`src/rtl/param_cpu.sv`:
```
// Parameterised register-file CPU; call stack enabled by defining PARAM_CPU_STACK_EN.
// Latency: one instruction per Go edge; Dval pulses the cycle after any write to R[NREG-2].
// Backpressure: none; Go low freezes all state except Sample latching into R[NREG-4].
module param_cpu #(
    parameter int DW     = 8,
    parameter int NREG   = 32,
    parameter int AW     = 8,
    parameter int SDEPTH = 4,
    localparam int RA    = $clog2(NREG),
    localparam int IW    = 4 + 3 + 2 + DW + 2 + DW + AW
) (
    input  logic          Clock,
    input  logic          nReset,
    input  logic          Go,
    input  logic [IW-1:0] Instr,
    input  logic [DW-1:0] Din,
    input  logic          Sample,
    output logic [AW-1:0] IP,
    output logic [DW-1:0] Dout,
    output logic          Dval,
    output logic [DW-1:0] GPO,
    output logic [DW-1:0] Flags
);
    localparam int SHFT = 0;
    localparam int OFLW = 1;

    if (DW < 4 || NREG < 8 || (NREG & (NREG - 1)) != 0 || SDEPTH < 1) begin : g_param_chk
        $error("param_cpu: illegal parameter set");
    end

    logic [AW-1:0] ip;
    logic [DW-1:0] regs [NREG];
    logic          dval;

    logic [3:0]    grp;
    logic [2:0]    cmd;
    logic [1:0]    t1, t2;
    logic [DW-1:0] a1, a2;
    logic [AW-1:0] addr;

    assign grp  = Instr[IW-1 -: 4];
    assign cmd  = Instr[IW-5 -: 3];
    assign t1   = Instr[IW-8 -: 2];
    assign a1   = Instr[IW-10 -: DW];
    assign t2   = Instr[AW+DW +: 2];
    assign a2   = Instr[AW +: DW];
    assign addr = Instr[AW-1:0];

    // Operand decode: direct index p, indirect index q, resolved location l and value v.
    logic [RA-1:0] p1, q1, l1, p2, q2, l2;
    logic [DW-1:0] v1, v2;

    assign p1 = RA'(a1);
    assign q1 = RA'(regs[p1]);
    assign l1 = (t1 == 2'd1) ? p1 : (t1 == 2'd2) ? q1 : '0;
    assign v1 = (t1 == 2'd1) ? regs[p1] : (t1 == 2'd2) ? regs[q1] : a1;
    assign p2 = RA'(a2);
    assign q2 = RA'(regs[p2]);
    assign l2 = (t2 == 2'd1) ? p2 : (t2 == 2'd2) ? q2 : '0;
    assign v2 = (t2 == 2'd1) ? regs[p2] : (t2 == 2'd2) ? regs[q2] : a2;

    logic [DW-1:0]   opd;
    logic [2*DW-1:0] ua, ub, sa, sb, sum_u, sum_s, mul_u, mul_s;

    assign opd   = regs[l1];
    assign ua    = {{DW{1'b0}}, opd};
    assign ub    = {{DW{1'b0}}, v2};
    assign sa    = {{DW{opd[DW-1]}}, opd};
    assign sb    = {{DW{v2[DW-1]}}, v2};
    assign sum_u = ua + ub;
    assign sum_s = sa + sb;
    assign mul_u = ua * ub;
    assign mul_s = sa * sb;

    logic eq, ltu, lts, take;
    assign eq  = (v1 == v2);
    assign ltu = (v1 < v2);
    assign lts = ($signed(v1) < $signed(v2));

    always_comb begin
        case (cmd)
            3'd0:    take = 1'b1;
            3'd1:    take = eq;
            3'd2:    take = ltu;
            3'd3:    take = lts;
            3'd4:    take = ltu | eq;
            3'd5:    take = lts | eq;
            default: take = 1'b0;
        endcase
    end

`ifdef PARAM_CPU_STACK_EN
    localparam int SPW    = $clog2(SDEPTH + 1);
    localparam int SIW    = (SDEPTH > 1) ? $clog2(SDEPTH) : 1;
    localparam int STKERR = 2;
    logic [AW-1:0]  stack [SDEPTH];
    logic [SPW-1:0] sp;
    logic           push, pop;
`endif

    logic [AW-1:0] nxt_ip;
    logic [DW-1:0] nxt_flags;
    logic          wr_en;
    logic [RA-1:0] wr_idx;
    logic [DW-1:0] wr_dat;

    always_comb begin
        nxt_ip    = ip + AW'(1);
        nxt_flags = regs[NREG-1];
        wr_en     = 1'b0;
        wr_idx    = '0;
        wr_dat    = '0;
`ifdef PARAM_CPU_STACK_EN
        push      = 1'b0;
        pop       = 1'b0;
`endif
        case (grp)
            4'd0: begin
                wr_en  = 1'b1;
                wr_idx = l2;
                case (cmd)
                    3'd1: begin
                        wr_dat          = {v1[DW-2:0], 1'b0};
                        nxt_flags[SHFT] = v1[DW-1];
                    end
                    3'd2: begin
                        wr_dat          = {1'b0, v1[DW-1:1]};
                        nxt_flags[SHFT] = v1[0];
                    end
                    default: wr_dat = v1;
                endcase
            end
            4'd1: begin
                wr_en  = (cmd != 3'd7);
                wr_idx = l1;
                case (cmd)
                    3'd0: begin
                        wr_dat          = sum_u[DW-1:0];
                        nxt_flags[OFLW] = |sum_u[2*DW-1:DW];
                    end
                    3'd1: begin
                        wr_dat          = sum_s[DW-1:0];
                        nxt_flags[OFLW] = (sum_s[2*DW-1:DW] != {DW{sum_s[DW-1]}});
                    end
                    3'd2: begin
                        wr_dat          = mul_u[DW-1:0];
                        nxt_flags[OFLW] = |mul_u[2*DW-1:DW];
                    end
                    3'd3: begin
                        wr_dat          = mul_s[DW-1:0];
                        nxt_flags[OFLW] = (mul_s[2*DW-1:DW] != {DW{mul_s[DW-1]}});
                    end
                    3'd4:    wr_dat = opd & v2;
                    3'd5:    wr_dat = opd | v2;
                    3'd6:    wr_dat = opd ^ v2;
                    default: wr_dat = '0;
                endcase
            end
            4'd2: if (take) nxt_ip = addr;
            4'd3: begin
                if (int'(cmd) < DW && regs[NREG-1][cmd]) begin
                    nxt_ip         = addr;
                    nxt_flags[cmd] = 1'b0;
                end
            end
`ifdef PARAM_CPU_STACK_EN
            4'd4: begin
                if (cmd == 3'd0) begin
                    if (sp == SPW'(SDEPTH)) nxt_flags[STKERR] = 1'b1;
                    else begin
                        push   = 1'b1;
                        nxt_ip = addr;
                    end
                end else if (cmd == 3'd1) begin
                    if (sp == '0) nxt_flags[STKERR] = 1'b1;
                    else begin
                        pop    = 1'b1;
                        nxt_ip = stack[SIW'(sp - SPW'(1))];
                    end
                end
            end
`endif
            default: ;
        endcase
    end

    // Later assignments win: Sample, then flag side-effects, then the explicit register write.
    always_ff @(posedge Clock or negedge nReset) begin
        if (!nReset) begin
            ip   <= '0;
            dval <= 1'b0;
            for (int i = 0; i < NREG; i++) regs[i] <= '0;
`ifdef PARAM_CPU_STACK_EN
            sp <= '0;
            for (int i = 0; i < SDEPTH; i++) stack[i] <= '0;
`endif
        end else begin
            dval <= Go && wr_en && (wr_idx == RA'(NREG - 2));
            if (Sample) regs[NREG-4] <= Din;
            if (Go) begin
                ip           <= nxt_ip;
                regs[NREG-1] <= nxt_flags;
                if (wr_en) regs[wr_idx] <= wr_dat;
`ifdef PARAM_CPU_STACK_EN
                if (push) begin
                    stack[SIW'(sp)] <= ip + AW'(1);
                    sp              <= sp + SPW'(1);
                end else if (pop) begin
                    sp <= sp - SPW'(1);
                end
`endif
            end
        end
    end

    assign IP    = ip;
    assign Dout  = regs[NREG-2];
    assign Dval  = dval;
    assign GPO   = regs[NREG-3];
    assign Flags = regs[NREG-1];
endmodule

```
`config.mk`:
```
export PLATFORM = sky130hd
export DESIGN_NAME = param_cpu
export DESIGN_NICKNAME = d
export VERILOG_FILES = /design/src/rtl/param_cpu.sv
export SDC_FILE = /design/constraint.sdc
export NUM_CORES = 1
export LEC_CHECK = 0
export CORE_MARGIN = 3
export CORE_UTILIZATION = 47
export CTS_CLUSTER_DIAMETER = 100
export DETAILED_ROUTE_END_ITERATION = 10
export SLEW_MARGIN = 30
export SYNTH_ARGS = -nofsm -noshare
export SYNTH_HDL_FRONTEND = slang
export SYNTH_SLANG_ARGS = --single-unit
```
`constraint.sdc`:
```
create_clock -name Clock -period 10.3 [get_ports Clock]
set_clock_uncertainty 0.05 [all_clocks]
set_input_delay 2.575 -clock Clock [delete_from_list [all_inputs] [get_ports Clock]]
set_output_delay 2.575 -clock Clock [all_outputs]
set_load 0.01 [all_outputs]
```
# Word-level counts from Yosys, hierarchy flattened
# Cells that the tools add are included.
totals:
  elab_cells: 138
  output_inout_bits: 33
  in_bits: 47
  ff_bits: 265
op_classes:
  add_sub_neg: 3
  n_lt_le_gt_ge: 11
  mux: 48
  bitwise_logic: 13
  n_eq_ne: 18
  n_reduce_logical: 9
  mul: 2
op_table:
  columns: ["cell", "n"]
  rows:
  - ["256-bit bitwise mux", 1]
  - ["8-bit binary-select mux with 5-bit select", 5]
  - ["8-bit two-way mux", 19]
  - ["32-bit two-way mux", 2]
  - ["8-bit one-hot mux with 7 select lines", 1]
  - ["8-bit one-hot mux with 2 select lines", 3]
  - ["8-bit demux with 5-bit select", 1]
  - ["6-bit >= comparator, second input constant", 6]
  - ["5-bit inverter with 6-bit output", 6]
  - ["8-bit by 8-bit multiplier with 16-bit output", 2]
  - ["5-bit two-way mux", 4]
  - ["8-bit by 8-bit adder with 9-bit output", 2]
  - ["8-bit AND", 2]
  - ["8-bit < comparator", 2]
  - ["8-bit inequality test", 2]
  - ["8-bit OR reduction", 2]
  - ["5-bit one-hot mux with 2 select lines", 1]
  - ["3-bit equality test, second input constant", 3]
  - ["8-bit by 1-bit adder with 8-bit output, second input constant", 1]
  - ["4-bit by 2-bit equality test with 1-bit output, second input constant", 2]
  - ["8-bit equality test", 1]
  - ["8-bit inverter", 1]
  - ["8-bit OR", 1]
  - ["1-bit one-hot mux with 2 select lines", 4]
  - ["other kinds (22)", 30]

# Depth between registers and ports, before layout
logic_depth:
  depth_word: 17
  depth_mapped: 41
  ltp_nobuf: 35

# Worst setup path before layout
# No wires, ideal clock.
synth_timing:
  kind: "input -> register"
  start: "in Instr[9]"
  end: "reg regs, in the netlist Flags[1]"
  setup_time_ps: 122
  required_time_ps: 10128
  setup_slack_ps: -335
  stages: 34
  t_arrival_ps: 10463
  n_path_buf: 4
  path_cell_list: "buf_2 buf_4 mux4_2 a22oi_1 nand3_1 o21ai_1 clkbuf_1 buf_2 nand2_1 a311oi_1 a31oi_1 a21oi_1 a21o_1 o211ai_1 nand2b_1 fa_1 fa_1 inv_1 fa_1 inv_1 fa_1 inv_1 ha_1 a21oi_1 o21ai_0 a21oi_1 o21ai_0 a41o_1 o21ai_0 nand2b_1 xnor2_1 mux2_2 or3b_1 o2111a_1"
synth_between:
  elab_chain_len: 16
  elab_cells_between_ends: 36
  cone_classes: "2 x add/sub; 2 x mul; 2 x order compare; 2 x eq/ne; 19 x mux; 6 x bitwise; 3 x reduce/logical"
synth_rtl:
  columns: ["element", "line_no", "text"]
  rows:
  - ["from (decl)", "15", "input logic [IW-1:0] Instr,"]
  - ["5-bit inverter with 6-bit output (implied by the code)", "58, 60", null]
  - ["8-bit binary-select mux with 5-bit select", "58, 60", null]
  - ["8-bit two-way mux (implied by the code) (2 in series)", "60", "assign v2 = (t2 == 2'd1) ? regs[p2] : (t2 == 2'd2) ? regs[q2] : a2;"]
  - ["5-bit inverter with 6-bit output (implied by the code)", "60", null]
  - ["8-bit binary-select mux with 5-bit select", "60", null]
  - ["8-bit two-way mux (implied by the code) (2 in series)", "60", null]
  - ["8-bit two-way mux (2 in series)", "60", null]
  - ["8-bit by 8-bit multiplier with 16-bit output (tied with other cells)", "73", "assign mul_s = sa * sb;"]
  - ["8-bit inequality test (tied with other cells)", "151", "nxt_flags[OFLW] = (mul_s[2*DW-1:DW] != {DW{mul_s[DW-1]}});"]
  - ["1-bit one-hot mux with 4 select lines", "136", "case (cmd)"]
  - ["1-bit one-hot mux with 2 select lines", "117", "case (grp)"]
  - ["256-bit bitwise mux", "203", "if (wr_en) regs[wr_idx] <= wr_dat;"]
  - ["32-bit two-way mux (*)", "203", null]
  - ["to (signal, indexed assignment)", "199", "if (Sample) regs[NREG-4] <= Din;"]
  - ["to (signal, indexed assignment)", "202", "regs[NREG-1] <= nxt_flags;"]
  - ["to (signal, indexed assignment)", "203", null]
  - ["to (decl)", "32", "logic [DW-1:0] regs [NREG];"]
# Mark *: on every way between the ends. The rest lies on a longest branch, timed or not. The select of a mux whose other input is x is not followed.
# A chain may end at the register's enable or synchronous reset.

# Worst setup path in the final report
layout_timing:
  start: "in Instr[18]"
  end: "reg regs, in the netlist Flags[1]"
layout_between:
  elab_chain_len: 16
  elab_cells_between_ends: 41
  cone_classes: "2 x add/sub; 2 x mul; 2 x order compare; 2 x eq/ne; 23 x mux; 7 x bitwise; 3 x reduce/logical"
layout_rtl:
  columns: ["element", "line_no", "text"]
  rows:
  - ["5-bit inverter with 6-bit output (implied by the code)", "54, 56", null]
  - ["8-bit binary-select mux with 5-bit select", "54, 56", null]
  - ["8-bit two-way mux (implied by the code) (2 in series)", "56", "assign v1 = (t1 == 2'd1) ? regs[p1] : (t1 == 2'd2) ? regs[q1] : a1;"]
  - ["5-bit two-way mux (2 in series)", "55", "assign l1 = (t1 == 2'd1) ? p1 : (t1 == 2'd2) ? q1 : '0;"]
  - ["5-bit inverter with 6-bit output (implied by the code)", "65", "assign opd = regs[l1];"]
  - ["8-bit binary-select mux with 5-bit select", "65", null]
  - ["8-bit two-way mux (implied by the code) (2 in series)", "65", null]
  - ["8-bit by 8-bit multiplier with 16-bit output (tied with other cells)", "73", null]
  - ["8-bit inequality test (tied with other cells)", "151", null]
  - ["1-bit one-hot mux with 4 select lines", "136", null]
  - ["1-bit one-hot mux with 2 select lines", "117", null]
  - ["256-bit bitwise mux", "203", null]
  - ["32-bit two-way mux (*)", "203", null]
# Marked as above.

==> qor.yml <==
status: "finished clean"
fin_util: 0.5751
wl_um: 130200
busiest_layer: "met2"
port_buffers: 79
final_layout_size_suffix_gt1_frac: 0.2546
synthArstFlopShare: 1.000
synth_edf_count: 0
seq_area_frac_synth: 0.2353
place_area_sq_mm: 0.03209
grt_pass1_vias: 27240
cpMostUsedCell: "buf_4"
fillCellCount: 5198
synth_area_leaders: "dfrtp_1, mux4_2, nand2_1"
clock.fmax_mhz: 98.88
avgSynthCellArea_sq_um: 8.775
syn_inst: 3212
initial_utilization: 0.4766
pin_count: 80
multiInputGateArea_sq_mm: 0.01986
cts_buffer_depth: 3
post_synth_num_cell_types: 98
cp.required_ns: 10.70
maxSlewHeadroom: 0.2820
slowest_stage: "mux4_2"
startpoint_type: "input port"
synth_top_area_share: 0.2353
endpoint_kind: "flop"
globalplace.congestion: 0.9889
fp.dieW_um: 250.9
dp.cells: 4195
final_area_sq_mm: 0.03400
clk_transition_reported_paths_ns: 0.06
grt_max_degree: 86
vdd_ir_drop_max_mv: 0.1163
nets: 3703
die_height_um: 250.9
clockRootBuffer: "clkbuf_16"
clock_latency_ns: 0.59
numCtsBuffers: 35
drc: 0
synth_top_cells_by_count: "nand2_1, dfrtp_1, mux2i_1, nor2_1, inv_1"
drv_cap: 0
gr-usage-all-layers: 0.4005
register_area_sq_mm: 0.006631
post-route-period-util: 0.9819
min_path_type: "reg2reg"
hold_viol_final: 0
cp_max_fo: 18
grt_pass1_wl_um: 186800
fin_crit_ns: 10.11
path_class: "in2reg"
synth_ff_type: "dfrtp_1"
fin_cells: 4286
drtIter0Drc: 3925
synth_top_area_cell: "dfrtp_1"
setup_viol: 0
fin_setup_tns_ns: 0
grt_overflow: 0
syn_to_final_growth_pct: 20.65
worst_slew_pin_slew_ns: 1.074
p_leak_uw: 0.01444
met2_usage: 0.5789
worstPathArrival_ns: 10.51
postRouteAntennaNets: 0
tritoncts: "yes"
core_sq_mm: 0.05913
num_rows: 89
grtUsageMet1: 0.5354
synth_fp_nets: 3429
h-tree-depth: 2
yosys_warnings: 0
routedWlPerCell_um: 30.38
gr-usage-met3: 0.1149
hpwl_um: 94340
grt_antenna_before_repair: 1
yosysMostFrequentCell: "nand2_1"
drv_slew: 0
synth_seq_cells: 265
syn-cell-area_sq_mm: 0.02818
num_vias: 28630
die-area_sq_mm: 0.06294
power.density_mw_per_mm2: 130.7
finalPower_uw: 4443
drt_pre_antenna_iters: 7
cpPeakStageDelay_ns: 0.58
clock-sinks: 265
via_per_inst: 6.680
worst paths after layout:
| kind | startpoint | cells after the start | end | slack, ns |
|---|---|---|---|---|
| max in group asynchronous | nReset | 2 | regs[75] | 6.90 |
| max | Instr[18] | 33 | Flags[1] | 0.19 |
| min in group asynchronous | nReset | 1 | regs[69] | 1.92 |
| min | IP[5] | 2 | IP[5] | 0.54 |
| max reg2reg | Flags[0] | 33 | Flags[1] | 1.91 |
| min reg2reg | IP[5] | 2 | IP[5] | 0.54 |
placed cells by master (no fill, tap or decap), drive strengths merged, types with 24 or more instances in the layout:
cell           synthesis  layout
a31oi                 27      27
ha                    84      84
nor2b                 29      29
dfrtp                265     265
o21ai                174     174
mux4                 139     139
clkdlybuf4s50          0      69
buf                  182     436
and3                  63      63
clkbuf                95      52
nand2b                46      46
nor2                 181     181
o211ai                24      24
mux2i                239     239
a22oi                 37      37
a211oi                29      29
fa                    86      86
mux2                 113     113
inv                  169     170
a311oi                68      68
nand3                114     115
a21oi                139     139
nand2                646     646
state kept, by name, indices dropped and copies added, names as in the netlist:
signal and cells:
regs 232, GPO 8, Dval 1, Flags 8
Dout 8, IP 8
cell type report:
class                           count  share of cell area
Tap cell                          773             0.02844
Timing Repair Buffer              513              0.1373
Clock inverter                     18            0.006586
Sequential cell                   265              0.1950
Antenna cell                        1          0.00007359
Clock buffer                       45             0.02958
Inverter                          170             0.01888
Multi-Input combinational cell   2501              0.5841
cells by family after synthesis:
kind of cell / share of synthesized area
DFF: 0.2353
muxes: 0.2417
and+or+nand+nor: 0.1799
xor gates and xnor gates: 0.008390
adders and majority gates: 0.09838
buffers and inverters: 0.07618
AOI/OAI and AO/OA: 0.1602
what timing repair did:
action	4_1_cts	5_1_grt
pin swaps	1	17
endpoints found under the hold margin	0	0
setup buffers	1	19
hold buffers	0	0
cloned	0	6
gates resized for setup	5	82
endpoints found under the setup margin	1	1
per-stage QoR:
step,worst slack [ns],hold slack [ns]
6_report,0.1863,0.5352
5_1_grt,-0.1279,0.5659
4_1_cts,0.01070,0.5254
3_5_place_dp,-0.6554,0.5084
3_3_place_gp,-0.6482,0.5028
2_1_floorplan,0.03534,0.4649
worst max-delay path: cells and delay by family:
family | cells | cell delay, ns
AO/OA/AOI/OAI | 12 | 2.15
adder cells (fa/ha/maj) | 6 | 2.50
buffers and inverters | 9 | 1.50
multiplexers | 2 | 0.86
AND/OR/NAND/NOR | 4 | 0.90
layer usage:
metal / vias to the layer above / routed length [um] / share of wire
met2: 1959 / 54560 / 0.42
met5: - / 13 / 0.00010
li1: 12160 / - / -
met4: 2 / 9179 / 0.071
met3: 476 / 15990 / 0.12
met1: 14040 / 50450 / 0.39
power by group:
part	internal (uW)	switching, uW	total, uW	leakage, uW
Combinational	914	1090	2000	0.0102
Clock	797	535	1330	0.000608
Sequential	1070	43.3	1110	0.00366
Note: power is estimated with default switching activity, not from simulation.
